[src/rtl/aes_spi_pkg.sv]
// Shared definitions for the AES SPI command link (master and slave).
// Frame size, FSM state encoding, header layout and a frame builder.
package aes_spi_pkg;

  localparam int FRAME_BITS = 152;
  localparam int MODE_BIT   = FRAME_BITS - 1;
  localparam int HDR_PAD    = 7;

  typedef enum logic [2:0] {
    IDLE,
    SETUP,
    SHIFT,
    GAP,
    WAIT_DONE
  } state_e;

  // Header byte is {mode, 7'b0}; mode sits at MODE_BIT.
  function automatic logic [FRAME_BITS-1:0] build_frame(
    input logic         mode,
    input logic [127:0] key,
    input logic [7:0]   addr,
    input logic [7:0]   loc
  );
    return {mode, HDR_PAD'(0), key, addr, loc};
  endfunction

endpackage

[src/rtl/aes_spi_master_clk_div.sv]
// Phase counter for the SPI master: strobes phase_end once every
// CLK_DIV enabled cycles; held at zero while en is low.
module spi_clk_div #(
  parameter int CLK_DIV = 4
) (
  input  logic clk,
  input  logic rst_n,
  input  logic en,
  output logic phase_end
);

  logic [7:0] cnt_q, cnt_d;

  assign phase_end = en && (cnt_q == 8'(CLK_DIV - 1));

  always_comb begin
    cnt_d = 8'd0;
    if (en && !phase_end) cnt_d = cnt_q + 8'd1;
  end

  always_ff @(posedge clk or negedge rst_n) begin
    if (!rst_n) cnt_q <= 8'd0;
    else        cnt_q <= cnt_d;
  end

endmodule

[src/rtl/aes_spi_master.sv]
// SPI mode-0 master sending a 152-bit AES command frame, then waiting
// for a rising edge on miso (done) or a cycle-count timeout.
// Ports: clk, n_rst, start/mode/usr_key/usr_addr/usr_loc command in;
// busy/cmd_done/timeout status out; sck/ss/mosi/miso SPI lines.
module aes_spi_master
  import aes_spi_pkg::*;
#(
  parameter int CLK_DIV        = 4,
  parameter int TIMEOUT_CYCLES = 65535
) (
  input  logic         clk,
  input  logic         n_rst,
  input  logic         start,
  input  logic         mode,
  input  logic [127:0] usr_key,
  input  logic [7:0]   usr_addr,
  input  logic [7:0]   usr_loc,
  output logic         busy,
  output logic         cmd_done,
  output logic         timeout,
  output logic         sck,
  output logic         ss,
  output logic         mosi,
  input  logic         miso
);

  state_e                state_q, state_d;
  logic [FRAME_BITS-1:0] shreg_q, shreg_d;
  logic [7:0]            bit_cnt_q, bit_cnt_d;
  logic [31:0]           wait_cnt_q, wait_cnt_d;
  logic                  sck_q, sck_d;
  logic                  busy_q, busy_d;
  logic                  done_q, done_d;
  logic                  tmo_q, tmo_d;
  logic [2:0]            sync_q, sync_d;
  logic                  in_frame;
  logic                  phase_end;
  logic                  miso_rise;

  assign in_frame = (state_q == SETUP) ||
                    (state_q == SHIFT) ||
                    (state_q == GAP);

  // ss/mosi decode straight from state so reset lifts ss at once.
  assign ss       = ~in_frame;
  assign sck      = sck_q;
  assign mosi     = in_frame & shreg_q[FRAME_BITS-1];
  assign busy     = busy_q;
  assign cmd_done = done_q;
  assign timeout  = tmo_q;

  // sync_q[1:0] is the synchronizer, sync_q[2] the edge history.
  assign sync_d    = {sync_q[1:0], miso};
  assign miso_rise = sync_q[1] & ~sync_q[2];

  spi_clk_div #(
    .CLK_DIV (CLK_DIV)
  ) u_div (
    .clk       (clk),
    .rst_n     (n_rst),
    .en        (in_frame),
    .phase_end (phase_end)
  );

  always_comb begin
    state_d    = state_q;
    shreg_d    = shreg_q;
    bit_cnt_d  = bit_cnt_q;
    wait_cnt_d = wait_cnt_q;
    sck_d      = sck_q;
    busy_d     = busy_q;
    done_d     = 1'b0;
    tmo_d      = 1'b0;
    unique case (state_q)
      IDLE: begin
        // No accept in the pulse cycle that ends a command.
        if (start && !done_q && !tmo_q) begin
          shreg_d   = build_frame(mode, usr_key, usr_addr, usr_loc);
          bit_cnt_d = 8'd0;
          busy_d    = 1'b1;
          state_d   = SETUP;
        end
      end
      SETUP: begin
        if (phase_end) begin
          sck_d     = 1'b1;
          bit_cnt_d = bit_cnt_q + 8'd1;
          state_d   = SHIFT;
        end
      end
      SHIFT: begin
        if (phase_end) begin
          if (sck_q) begin
            sck_d = 1'b0;
            if (bit_cnt_q == 8'(FRAME_BITS)) state_d = GAP;
            else shreg_d = {shreg_q[FRAME_BITS-2:0], 1'b0};
          end else begin
            sck_d     = 1'b1;
            bit_cnt_d = bit_cnt_q + 8'd1;
          end
        end
      end
      GAP: begin
        if (phase_end) begin
          wait_cnt_d = 32'd0;
          state_d    = WAIT_DONE;
        end
      end
      WAIT_DONE: begin
        wait_cnt_d = wait_cnt_q + 32'd1;
        if (miso_rise) begin
          done_d  = 1'b1;
          busy_d  = 1'b0;
          state_d = IDLE;
        end else if (wait_cnt_q == 32'(TIMEOUT_CYCLES - 1)) begin
          tmo_d   = 1'b1;
          busy_d  = 1'b0;
          state_d = IDLE;
        end
      end
      default: state_d = IDLE;
    endcase
  end

  always_ff @(posedge clk or negedge n_rst) begin
    if (!n_rst) begin
      state_q    <= IDLE;
      shreg_q    <= '0;
      bit_cnt_q  <= 8'd0;
      wait_cnt_q <= 32'd0;
      sck_q      <= 1'b0;
      busy_q     <= 1'b0;
      done_q     <= 1'b0;
      tmo_q      <= 1'b0;
      sync_q     <= 3'b000;
    end else begin
      state_q    <= state_d;
      shreg_q    <= shreg_d;
      bit_cnt_q  <= bit_cnt_d;
      wait_cnt_q <= wait_cnt_d;
      sck_q      <= sck_d;
      busy_q     <= busy_d;
      done_q     <= done_d;
      tmo_q      <= tmo_d;
      sync_q     <= sync_d;
    end
  end

endmodule

[config.mk]
export PLATFORM = sky130hd
export DESIGN_NAME = aes_spi_master
export DESIGN_NICKNAME = d
export VERILOG_FILES = /design/src/rtl/aes_spi_pkg.sv /design/src/rtl/aes_spi_master_clk_div.sv /design/src/rtl/aes_spi_master.sv
export SDC_FILE = /design/constraint.sdc
export NUM_CORES = 1
export LEC_CHECK = 0
export CORE_MARGIN = 3
export CORE_UTILIZATION = 50
export DETAILED_ROUTE_END_ITERATION = 6
export GPL_TIMING_DRIVEN = 0
export PLACE_DENSITY_LB_ADDON = 0.12
export SLEW_MARGIN = 10
export SYNTH_ARGS = -nofsm -noshare
export SYNTH_HDL_FRONTEND = slang
export SYNTH_SLANG_ARGS = --single-unit
[constraint.sdc]
create_clock -name clk -period 3.1 [get_ports clk]
set_input_delay 0.93 -clock clk [delete_from_list [all_inputs] [get_ports clk]]
set_output_delay 0.93 -clock clk [all_outputs]
set_load 0.01 [all_outputs]
======== After elaboration in Yosys (flattened, before gate mapping) ========
Index checks and enable logic that the tools add are counted.
operators by class
  bitwise operators ....................... 4
  mux-type cells .......................... 35
  reductions and logical operators ........ 21
  equality and inequality tests ........... 16
  $add $sub $neg .......................... 3
operators with widths
  kind                   count
  $mux 152               4
  $pmux 152 s2           1
  $pmux 32 s2            1
  $mux 8                 5
  $add 32x1->32 const B  1
  $eq 32x16->1 const B   1
  $mux 32                1
  $mux 3                 8
  $pmux 8 s3             1
  $add 8x1->8 const B    2
  $pmux 3 s5             1
  $mux 1                 11
  $reduce_and 5->1       2
  $eq 8x2->1 const B     1
  $eq 8x8->1 const B     1
  $ne 2x1->1 const B     4
  $ne 2x2->1 const B     4
  $reduce_bool 2->1      4
  $reduce_and 7->1       1
  $eq 3x2->1 const B     2
  $reduce_and 3->1       2
  $logic_and 1x1->1      4
  $pmux 1 s2             2
  $eq 3x1->1 const B     1
  other kinds (9)        14
word-level totals
  input port bits ......................... 149
  word-level logic and storage cells ...... 89
  output and inout bits ................... 6
  flip-flop bits (word level) ............. 210

======== Longest topological paths before layout ========
  depth in word-level cells ............... 7
  mapped depth ............................ 9
  mapped depth without buffers ............ 6

======== By module ========
Synthesis repeated with hierarchy kept, for this count alone.
second synthesis, totals
  cells, all modules ...................... 802
  area total of the unflattened synthesis .. 10691.5 µm²
modules (own cells, without submodules)
  module          sequential area each (µm²)  cells each  instances  area each (µm²)
  aes_spi_master  5054.8                      764         1          10291.1
  spi_clk_div     200.2                       38          1          400.4

======== Worst setup path before layout ========
OpenSTA, ideal clock, no wires.
  path type ............................... in2reg
  from .................................... input start
  to ...................................... register shreg_q[52]
  path buffers ............................ 3
  arrival ................................. 2.469 ns
  path slack .............................. 0.507 ns
  cell stages on the path ................. 7
  setup time .............................. 0.125 ns
  path through ............................ nor3b_1 -> o21a_1 -> a21boi_1 -> buf_2 -> buf_4 -> buf_4 -> mux2_2
between the ends
  longest elaborated chain between the ends .. 4
RTL lines
  item                               RTL line               RTL
  from (decl)                        aes_spi_master.sv:13   input logic start,
  $logic_and 1x1->1 (2 in a row)     aes_spi_master.sv:77   if (start && !done_q && !tmo_q) begin
  $ne 2x2->1 (no source line)        -
  $reduce_and 5->1 (no source line)  -
  to (signal assigned)               aes_spi_master.sv:138  shreg_q <= shreg_d;
  to (decl)                          aes_spi_master.sv:28   logic [FRAME_BITS-1:0] shreg_q, shreg_d;
No other way between the ends.
A chain may end at the register's enable or synchronous reset.

======== Worst setup path after layout ========
  from .................................... register state_q[2]
  to ...................................... output mosi
between the ends
  longest elaborated chain between the ends .. 4
  elaborated cells between the ends (all ways) .. 6
RTL lines
  item                                             RTL line                                    RTL
  from (decl)                                      aes_spi_master.sv:27                        state_e state_q, state_d;
  from (signal assigned)                           aes_spi_master.sv:137                       state_q <= state_d;
  $eq 3x1->1 / $eq 3x2->1 (equally long branches)  aes_spi_master.sv:40, aes_spi_master.sv:41
  $logic_or 1x1->1                                 aes_spi_master.sv:40                        assign in_frame = (state_q == SETUP) ||
  $logic_or 1x1->1 *                               aes_spi_master.sv:41                        (state_q == SHIFT) ||
  $and 1x1->1 *                                    aes_spi_master.sv:47                        assign mosi = in_frame & shreg_q[FRAME_BITS-1];
  to (decl)                                        aes_spi_master.sv:23                        output logic mosi,
Every way passes the cells marked *; elsewhere a longest branch is shown, timed or not.

==> impl_metrics.json <==
{
  "p_leak_nw": 5.37,
  "cp.arrival_ns": 1.99,
  "power_density_nw_per_um2": 862,
  "fin_worst_skew_ns": 0.0111,
  "peakVddDrop_mv": 0.461,
  "slowest_delay_ns": 0.54,
  "synth-edff-count": 0,
  "grt_use_total_pct": 18.2,
  "fin_crit_ns": 2.92,
  "wl_per_cell_um": 16.4,
  "layout-drive-gt1-share_pct": 34.7,
  "maxSlewViolCount": 0,
  "start_kind": "flip-flop",
  "vias": 6751,
  "std_cell_rows": 52,
  "wirelength_mm": 20.7,
  "start_util_pct": 51.1,
  "n_antenna_cell": 0,
  "rsz0062_at_grt": "no",
  "status": "completed",
  "synthTopCellsByArea": "dfrtp_1 51%, mux2_2 31%, mux2i_1 2.4%, nand2_1 1.4%, nand3_1 1.2%",
  "syn_area_per_cell_um2": 12.9,
  "synth_cell_type_count": 51,
  "grt-ovfl-total": 0,
  "antenna_found_initial": 0,
  "min-delay-path-class": "reg2reg",
  "synth_top_area_share_pct": 50.6,
  "syn_inst": 804,
  "cp_max_fo": 10,
  "fin_tns_setup_ns": 0,
  "drtPass1Iterations": 4,
  "portBuffers": 154,
  "routed_via_density": 5.33,
  "clk_pin_slew_ns": 0.06,
  "post-dp-hpwl_mm": 14.3,
  "drtIter0Drc": 188,
  "yosysTopAreaCell": "dfrtp_1",
  "met3_usage_pct": 3.94,
  "layout_commonest_cell": "mux2_2",
  "layout_common_cells": "287 x mux2_2, 210 x dfrtp_1, 152 x clkdlybuf4s50_1",
  "synthFlopType": "dfrtp_1",
  "dp_cells": 1229,
  "area_growth_pct": 25.2,
  "critPathSlowestCell": "clkdlybuf4s50_1",
  "synthArstFlopShare_pct": 100,
  "drc": 0,
  "crit_chain": "clkbuf_1, nand2b_1, nor2_1, clkdlybuf4s50_1",
  "cts_sinks": 210,
  "fin_nets": 1138,
  "grt_pass1_vias": 6751,
  "syn_area_um2": 10400,
  "grt_first_pass_wirelength_mm": 33.7,
  "final_hold_viol_count": 0,
  "cap_violations": 0,
  "worstSkewPairLatency_ns": 0.50,
  "post-cts-setup-buffer-count": 0,
  "instances_no_fill": 1266,
  "seq_area_frac_synth_pct": 50.6,
  "ant_nets": 0,
  "yosysWarnings": 0,
  "max-slew-margin-rel_pct": 27.9,
  "critPathRequiredTime_ns": 2.17,
  "grt_start_max_net_pins": 109,
  "cts_buffers": 24,
  "use_met1_pct": 26.2,
  "cts_tree": "built",
  "ios": 155,
  "die_area_um2": 22500,
  "worstSetupEndpointType": "output pin",
  "core_um2": 20300,
  "clock_path_buffers": 3,
  "max_slew.worst_pin.slew_ns": 1.07,
  "crit_family": "buffers and inverters",
  "gp_congestion": 0.825,
  "crit_type": "reg2out",
  "whs_ns": 0.355,
  "die_w_um": 150,
  "finalCritPeriodShare_pct": 94.3,
  "syn_nets": 958,
  "htree_levels": 1,
  "path_buf_inv": 2,
  "use_met2_pct": 28.5,
  "die_y_um": 150,
  "max_freq_mhz": 342,
  "setup_violations": 0,
  "busiest_layer": "met2",
  "ys_seq_elements": 210,
  "root_buffer": "clkbuf_16"
}
-- what timing repair did --
item / CTS / global route
endpoints found under the setup margin: 60 / 60
hold buffers: 0 / 0
gates resized for setup: 2 / 1
-- power breakdown --
| group | internal (mW) | switching [mW] |
|---|---|---|
| Combinational | 2.60 | 1.67 |
| Sequential | 3.85 | 0.552 |
| Clock | 1.49 | 1.04 |
-- area by class of cell --
class	count	area, um2
buffer	45	209
tap	270	338
clock inverter	1	8.76
clock buffer	37	681
sequential	210	5260
multi-input combinational	535	4880
timing repair buffer	155	1570
fill	1626	7300
inverter	13	48.8
-- stage by stage --
stage	total power [mW]	util (%)	worst slack (ns)	cell area (um2)
global placement	8.66	60.4	-7.91	12300
finish	11.2	64.0	0.178	13000
floorplan	7.73	-	0.507	10400
global route	11.9	64.0	0.0313	13000
CTS	11.3	64.0	0.00931	13000
detailed placement	8.76	60.6	-0.593	12300
-- synth_stat cells (all sizes together) (2+ instances only) --
cell / instances
ha: 5
o311ai: 3
o21ai: 6
o211ai: 6
nor3b: 4
and3: 6
or4: 7
clkbuf: 27
a21oi: 6
or2: 2
a211oi: 4
nand2: 38
xnor2: 2
buf: 19
xor2: 7
o41ai: 4
mux2i: 25
a22o: 7
nor2: 19
nor3: 7
nand2b: 10
mux2: 287
o31ai: 4
inv: 13
nor4: 9
or3b: 4
dfrtp: 210
a31oi: 3
nand3: 25
nand4: 16
and4: 3
-- kinds of logic after synthesis --
family | synth area share (%)
AOI/OAI and AO/OA | 3.88
adders and majority gates | 0.603
and+or+nand+nor | 8.09
DFF | 50.6
muxes | 33.5
buffers and inverters | 2.52
xor gates and xnor gates | 0.759
-- metal layers --
layer  vias up  share of wire [%]
li1       3321                  -
met1      3270                 48
met2       138                 45
met3        22                5.8
met4         0                1.4
met5         -                  0
-- sequential cells by signal (all words and copies together), names as in the netlist --
register     flops
shreg_q        152
state_q          3
wait_cnt_q      32
u_div.cnt_q      8
busy             1
sck              1
timeout          1
sync_q           3
bit_cnt_q        8
cmd_done         1
-- final timing paths --
check | start | to | slack, ns | cells past startpoint
worst max-delay path | state_q[2] | mosi | 0.18 | 4
worst min-delay path | sync_q[0] | sync_q[1] | 0.35 | 0
worst max register to register | state_q[1] | shreg_q[49] | 0.35 | 6
worst min register to register | sync_q[0] | sync_q[1] | 0.35 | 0
max in group asynchronous | n_rst | shreg_q[138] | 1.65 | 2
min in group asynchronous | n_rst | shreg_q[48] | 0.46 | 1
Power figures use the tool's default switching activity.
